**src/rtl/icb_wdt.sv**
```systemverilog
// icb_wdt: watchdog timer with an ICB slave register port.
// The counter reloads from LOAD and counts down while enabled. Software
// must write the kick key to KICK before the counter expires. The first
// expiry sets STATUS.TO, which raises the interrupt if IRQ_EN is set. An
// expiry while TO is still set issues a RST_HOLD-cycle reset request.
// Optional build macro: WDT_LOCK_EN adds the LOCK register at offset 0x18.
//
// ICB handshake: the slave accepts a command on any cycle where
// cmd_valid & cmd_ready. cmd_ready = ~rsp_valid | rsp_ready, so only one
// transaction is ever outstanding. rsp_valid rises on the cycle after
// acceptance. rsp_valid, rsp_rdata and rsp_err stay unchanged until a cycle
// where rsp_valid & rsp_ready. A new command can be accepted in that same
// cycle, which allows one transaction per cycle.
module icb_wdt #(
   parameter logic [31:0] LOAD_INIT = 32'hFFFF_FFFF,
   parameter logic [31:0] KICK_KEY  = 32'h5A5A_A5A5,
   parameter int unsigned RST_HOLD  = 16
) (
   input  logic        clk,
   input  logic        rst_n,
   input  logic        wdt_icb_cmd_valid,
   output logic        wdt_icb_cmd_ready,
   input  logic [31:0] wdt_icb_cmd_addr,
   input  logic        wdt_icb_cmd_read,
   input  logic [31:0] wdt_icb_cmd_wdata,
   input  logic [3:0]  wdt_icb_cmd_wmask,
   output logic        wdt_icb_rsp_valid,
   input  logic        wdt_icb_rsp_ready,
   output logic        wdt_icb_rsp_err,
   output logic [31:0] wdt_icb_rsp_rdata,
   output logic        irq_wdt_o,
   output logic        wdt_rst_o
);

   localparam int HW = $clog2(RST_HOLD + 1);

   // register state
   logic          ctrl_en, ctrl_irq_en, ctrl_rst_en;
   logic [31:0]   load_q;
   logic [31:0]   count_q;
   logic          to_q;
   logic          rst_busy;
   logic [HW-1:0] hold_cnt;

   // decoded command and events
   logic          cmd_acc, wr_acc;
   logic [2:0]    off;
   logic          unmapped;
   logic          wr_ok;
   logic          ctrl_wr, load_wr, kick, to_w1c, en_rise, expire, start_pulse;
   logic [31:0]   load_next;
   logic [31:0]   rd_data;
   logic          unused_addr;

   assign wdt_icb_cmd_ready = ~wdt_icb_rsp_valid | wdt_icb_rsp_ready;
   assign cmd_acc = wdt_icb_cmd_valid & wdt_icb_cmd_ready;
   assign wr_acc  = cmd_acc & ~wdt_icb_cmd_read;
   assign off     = wdt_icb_cmd_addr[4:2];
   assign unused_addr = ^{wdt_icb_cmd_addr[31:5], wdt_icb_cmd_addr[1:0]};

`ifdef WDT_LOCK_EN
   assign unmapped = (off == 3'd5) || (off == 3'd7);
`else
   assign unmapped = (off == 3'd5) || (off == 3'd6) || (off == 3'd7);
`endif

   assign ctrl_wr = wr_acc && (off == 3'd0) && wdt_icb_cmd_wmask[0] && wr_ok;
   assign load_wr = wr_acc && (off == 3'd1) && wr_ok;
   assign kick    = wr_acc && (off == 3'd3) && (wdt_icb_cmd_wmask == 4'hF)
                    && (wdt_icb_cmd_wdata == KICK_KEY);
   assign to_w1c  = wr_acc && (off == 3'd4) && wdt_icb_cmd_wmask[0]
                    && wdt_icb_cmd_wdata[0];
   assign en_rise = ctrl_wr && wdt_icb_cmd_wdata[0] && !ctrl_en;
   // A kick landing on the zero cycle wins, so no expiry occurs
   assign expire      = ctrl_en && (count_q == 32'd0) && !kick;
   assign start_pulse = expire && to_q && ctrl_rst_en && !rst_busy;

   assign irq_wdt_o = to_q & ctrl_irq_en;
   assign wdt_rst_o = rst_busy;

`ifdef WDT_LOCK_EN
   logic locked, unlock_pend;
   assign wr_ok = ~locked | unlock_pend;

   // Lock: set when EN is written as 1. A key written to LOCK opens exactly one accepted transaction.
   always_ff @(posedge clk) begin
      if (!rst_n) begin
         locked      <= 1'b0;
         unlock_pend <= 1'b0;
      end else begin
         if (cmd_acc)
            unlock_pend <= wr_acc && (off == 3'd6) && (wdt_icb_cmd_wmask == 4'hF)
                           && (wdt_icb_cmd_wdata == KICK_KEY);
         if (ctrl_wr && wdt_icb_cmd_wdata[0])
            locked <= 1'b1;
      end
   end
`else
   assign wr_ok = 1'b1;
`endif

   // Byte-masked merge of the write data into LOAD
   always_comb begin
      load_next = load_q;
      for (int i = 0; i < 4; i++) begin
         if (wdt_icb_cmd_wmask[i])
            load_next[8*i +: 8] = wdt_icb_cmd_wdata[8*i +: 8];
      end
   end

   // Read data mux, sampled in the accept cycle
   always_comb begin
      rd_data = 32'd0;
      case (off)
         3'd0:    rd_data = {29'd0, ctrl_rst_en, ctrl_irq_en, ctrl_en};
         3'd1:    rd_data = load_q;
         3'd2:    rd_data = count_q;
         3'd4:    rd_data = {30'd0, rst_busy, to_q};
         default: rd_data = 32'd0;
      endcase
   end

   // CTRL register
   always_ff @(posedge clk) begin
      if (!rst_n) begin
         ctrl_en     <= 1'b0;
         ctrl_irq_en <= 1'b0;
         ctrl_rst_en <= 1'b0;
      end else if (ctrl_wr) begin
         ctrl_en     <= wdt_icb_cmd_wdata[0];
         ctrl_irq_en <= wdt_icb_cmd_wdata[1];
         ctrl_rst_en <= wdt_icb_cmd_wdata[2];
      end
   end

   // LOAD register. A write here does not reach COUNT until the next reload.
   always_ff @(posedge clk) begin
      if (!rst_n)
         load_q <= LOAD_INIT;
      else if (load_wr)
         load_q <= load_next;
   end

   // Down-counter: reload on kick, on EN rising, or on expiry. Otherwise decrement while enabled.
   always_ff @(posedge clk) begin
      if (!rst_n)
         count_q <= LOAD_INIT;
      else if (kick || en_rise)
         count_q <= load_q;
      else if (ctrl_en) begin
         if (count_q == 32'd0)
            count_q <= load_q;
         else
            count_q <= count_q - 32'd1;
      end
   end

   // Timeout flag. If an expiry and a clear land in the same cycle, the flag stays set.
   always_ff @(posedge clk) begin
      if (!rst_n)
         to_q <= 1'b0;
      else if (expire)
         to_q <= 1'b1;
      else if (to_w1c)
         to_q <= 1'b0;
   end

   // Reset-request pulse. It lasts RST_HOLD cycles and ignores any expiry while it runs.
   always_ff @(posedge clk) begin
      if (!rst_n) begin
         rst_busy <= 1'b0;
         hold_cnt <= '0;
      end else if (start_pulse) begin
         rst_busy <= 1'b1;
         hold_cnt <= HW'(RST_HOLD);
      end else if (rst_busy) begin
         hold_cnt <= hold_cnt - HW'(1);
         if (hold_cnt == HW'(1))
            rst_busy <= 1'b0;
      end
   end

   // ICB response channel: capture on accept, hold until consumed
   always_ff @(posedge clk) begin
      if (!rst_n) begin
         wdt_icb_rsp_valid <= 1'b0;
         wdt_icb_rsp_err   <= 1'b0;
         wdt_icb_rsp_rdata <= 32'd0;
      end else if (cmd_acc) begin
         wdt_icb_rsp_valid <= 1'b1;
         wdt_icb_rsp_err   <= unmapped;
         wdt_icb_rsp_rdata <= (wdt_icb_cmd_read && !unmapped) ? rd_data : 32'd0;
      end else if (wdt_icb_rsp_ready) begin
         wdt_icb_rsp_valid <= 1'b0;
      end
   end

endmodule
```
**config.mk**
```make
export PLATFORM = sky130hd
export DESIGN_NAME = icb_wdt
export DESIGN_NICKNAME = d
export VERILOG_FILES = /design/src/rtl/icb_wdt.sv
export SDC_FILE = /design/constraint.sdc
export NUM_CORES = 1
export LEC_CHECK = 0
export BUFFER_PORTS_ARGS = -buffer_cell sky130_fd_sc_hd__buf_2
export CAP_MARGIN = 25
export CORE_AREA = 2 2 104 106
export DETAILED_ROUTE_END_ITERATION = 6
export DIE_AREA = 0 0 106 108
export HOLD_SLACK_MARGIN = 0.03
export MAX_ROUTING_LAYER = met4
export PLACE_DENSITY = 0.83
export SETUP_SLACK_MARGIN = 0.1
export SYNTH_ARGS = -nofsm -noshare
export SYNTH_HDL_FRONTEND = slang
export SYNTH_SLANG_ARGS = --single-unit
export TNS_END_PERCENT = 50
```
**constraint.sdc**
```tcl
create_clock -name clk -period 4.65 [get_ports clk]
set_input_delay 0.93 -clock clk [delete_from_list [all_inputs] [get_ports clk]]
set_output_delay 0.93 -clock clk [all_outputs]
set_load 0.005 [all_outputs]
```
==> results.py <==
metrics = {
    "run_status": {
        "status": "finished, final reports clean",
    },
    "logic_synthesis": {
        "synth_edf_count": 0,
        "synth_top_area_cell": "dfxtp_1",
        "ys_types": 65,
        "ys_seq_area_frac": 0.386,
        "synth_ff_type": "dfxtp_1",
        "synth_area_mm2": 0.00560,
        "synth.avg_cell_area_um2": 7.75,
        "synth_top_area_frac": 0.386,
        "syn_inst": 722,
        "ys_ff_latch": 108,
        "syn_nets": 799,
        "async_reset_ff_frac": 0,
        "yosys_warnings": 0,
        "synth_area_leaders": "dfxtp_1 (39%), nand2_1 (8.7%), nand3_1 (4.5%)",
    },
    "sta": {
        "tns_ns": 0,
        "finalHoldViolCount": 0,
        "setup_viol_count_final": 0,
        "maxSlewHeadroom": 0.398,
        "fin_crit_sh": 0.719,
        "slew_viol_final": 0,
        "rsz0062_at_grt": "false",
        "finClkSkew_ns": 0.00993,
        "clock.fmax_mhz": 299,
        "min_period_ns": 3.34,
        "worst_pin_slew_ns": 0.903,
    },
    "grt": {
        "antenna_found_initial": 0,
        "met3_usage": 0.0482,
        "grt_util_met1": 0.397,
        "met2_usage": 0.488,
        "grt_pass1_wl_um": 26700,
        "globalRouteOverflowTotal": 0,
        "grt_max_degree": 55,
        "grt_pass1_vias": 5340,
        "grt_busiest_layer": "met2",
        "grtUsageTotal": 0.305,
    },
    "drt": {
        "wire_per_inst_um": 17.8,
        "vias": 5583,
        "drc_errors": 0,
        "drt_wl_total_um": 16400,
        "first_pass_iters": 5,
        "ant_nets": 0,
        "viasPerCell": 6.08,
        "detailedRoute.firstIterationViolations": 510,
    },
    "clock_tree": {
        "cts_made_buffers": 9,
        "clk_path_buf_depth": 2,
        "cts_root_buffer": "clkbuf_8",
        "clk_latency_ns": 0.39,
        "path_clk_slew_ns": 0.10,
        "cts.sinks": 108,
        "ctsResizeCount": 0,
        "htree_levels": 3,
        "cts_setup_buffers": 0,
        "cts_tree": "done",
        "hold_buffers": 0,
    },
    "worst_setup_path": {
        "crit_fanout": 19,
        "reg2reg_slack_ns": 1.61,
        "cp.required_ns": 4.97,
        "critical_path_arrival_ns": 3.66,
        "critPathCaptureType": "flip-flop",
        "start_kind": "primary input",
        "crit_type": "in2reg",
    },
    "run": {
        "max_cap_viol_count": 0,
    },
    "power_and_ir_drop": {
        "vdd_drop_max_v": 0.000158,
        "power.leakage_nw": 2.57,
        "powerDensity_mw_per_mm2": 272,
    },
    "final_layout": {
        "fin_util": 0.614,
        "layout.cells.most_common": "nand2_1",
        "syn2layout_area_growth_pct": 12.3,
        "n_antenna_cell": 0,
        "drive_gt1_frac": 0.159,
        "n_fill_cell": 926,
        "nNetsFinal": 854,
        "layout_common_cells": "nand2_1 (129), dfxtp_1 (108), buf_2 (80), nand3_1 (50), o21ai_0 (43)",
    },
    "hold_path": {
        "hold_class": "reg2reg",
    },
    "floorplan": {
        "fp.dieH_um": 108,
        "initial_core_util": 0.547,
        "pin_count": 110,
        "die_width_um": 106,
        "coreArea_mm2": 0.0102,
        "dieArea_mm2": 0.0114,
        "num_rows": 37,
    },
    "placed_design": {
        "place_congestion": 0.933,
        "io_buffer_count": 80,
        "dpl.hpwl_um": 11600,
    },
}
==> cell type report <==
type / instances / area [um^2] / share of cell area
sequential: 108 / 2160 / 0.344
timing repair buffer: 92 / 502 / 0.0799
clock buffer: 12 / 145 / 0.0231
inverter: 18 / 67.6 / 0.0108
tap: 136 / 170 / 0.0271
clock inverter: 4 / 72.6 / 0.0116
multi-input combinational: 548 / 3160 / 0.503
==> cell families (layout without fill, tap and decap cells) <==
family / Yosys count / count (layout) / share of synthesized area
and+or+nand+nor: 360 / 360 / 0.336
xor gates and xnor gates: 3 / 3 / 0.00470
adders and majority gates: 4 / 4 / 0.00894
DFF: 108 / 108 / 0.386
AOI/OAI and AO/OA: 169 / 169 / 0.190
muxes: 12 / 12 / 0.0226
buffers and inverters: 66 / 126 / 0.0512
==> metal layers <==
layer  wire length (um)  share of wire  vias to the layer above
li1                   -              -                     2698
met1               7150           0.44                     2590
met2               7570           0.46                      273
met3               1350          0.082                       22
met4                295          0.018                        0
met5                  0              0                        -
==> final timing paths <==
path | startpoint | to | depth (start not counted)
setup / recovery | wdt_icb_cmd_wdata[31] | count_q[15]$_SDFFE_PN1P_ | 8
hold / removal | to_q$_SDFFE_PN0P_ | to_q$_SDFFE_PN0P_ | 2
hold reg to reg | to_q$_SDFFE_PN0P_ | to_q$_SDFFE_PN0P_ | 2
setup reg to reg | count_q[7]$_SDFFE_PN1P_ | count_q[15]$_SDFFE_PN1P_ | 8
==> synthesized netlist by cell type (3+ instances only) <==
cell type and number:
a21boi_0 3, a21oi_1 26, a22oi_1 29, a31oi_1 5, a32oi_1 5, and2_1 39
and3_1 7, buf_2 6, clkbuf_1 38, dfxtp_1 108, ha_1 4, inv_1 18
mux2_2 3, mux2i_1 7, nand2_1 129, nand3_1 50, nand4_1 9, nand4b_1 4
nor2_1 37, nor2b_1 9, nor3_1 21, nor3b_1 3, nor4_1 11, nor4_2 3
nor4b_1 5, nor4bb_1 3, o2111ai_1 3, o211ai_1 10, o21ai_0 43, o21ai_1 18
o22ai_1 9, o31ai_1 3, or2_1 3, or3_1 6, or4_1 3
==> sequential cells by signal (all words and copies together), names as in the netlist, 5 cells and up <==
register           count
count_q               32
hold_cnt               5
wdt_icb_rsp_rdata     32
load_q                32
==> metrics by stage <==
step	cells	area (um^2)	setup WS (ns)	hold WS (ns)	total power, mW
after floorplan	722	5600	1.77	0.455	1.03
after global placement	900	6040	1.07	0.474	1.08
after detailed placement	902	6060	1.08	0.482	1.09
after CTS	918	6280	1.47	0.496	1.71
after global routing	918	6280	1.31	0.532	1.77
final	918	6280	1.31	0.499	1.71
==> critical path, stage by stage <==
cell and delay [ns]:
buf_2 0.10, nor4b_1 0.75, and4_1 0.40, and4_1 0.32, or3_1 0.64, o21ai_1 0.17, nor2b_1 0.17, o21ai_1 0.15
==> power by group <==
group | leakage, nW | switching [mW] | internal (mW) | total [mW]
Combinational | 1.59 | 0.0793 | 0.0478 | 0.127
Clock | 0.107 | 0.327 | 0.318 | 0.645
Sequential | 0.874 | 0.00642 | 0.934 | 0.940
Note: power is estimated with default switching activity, not from simulation.
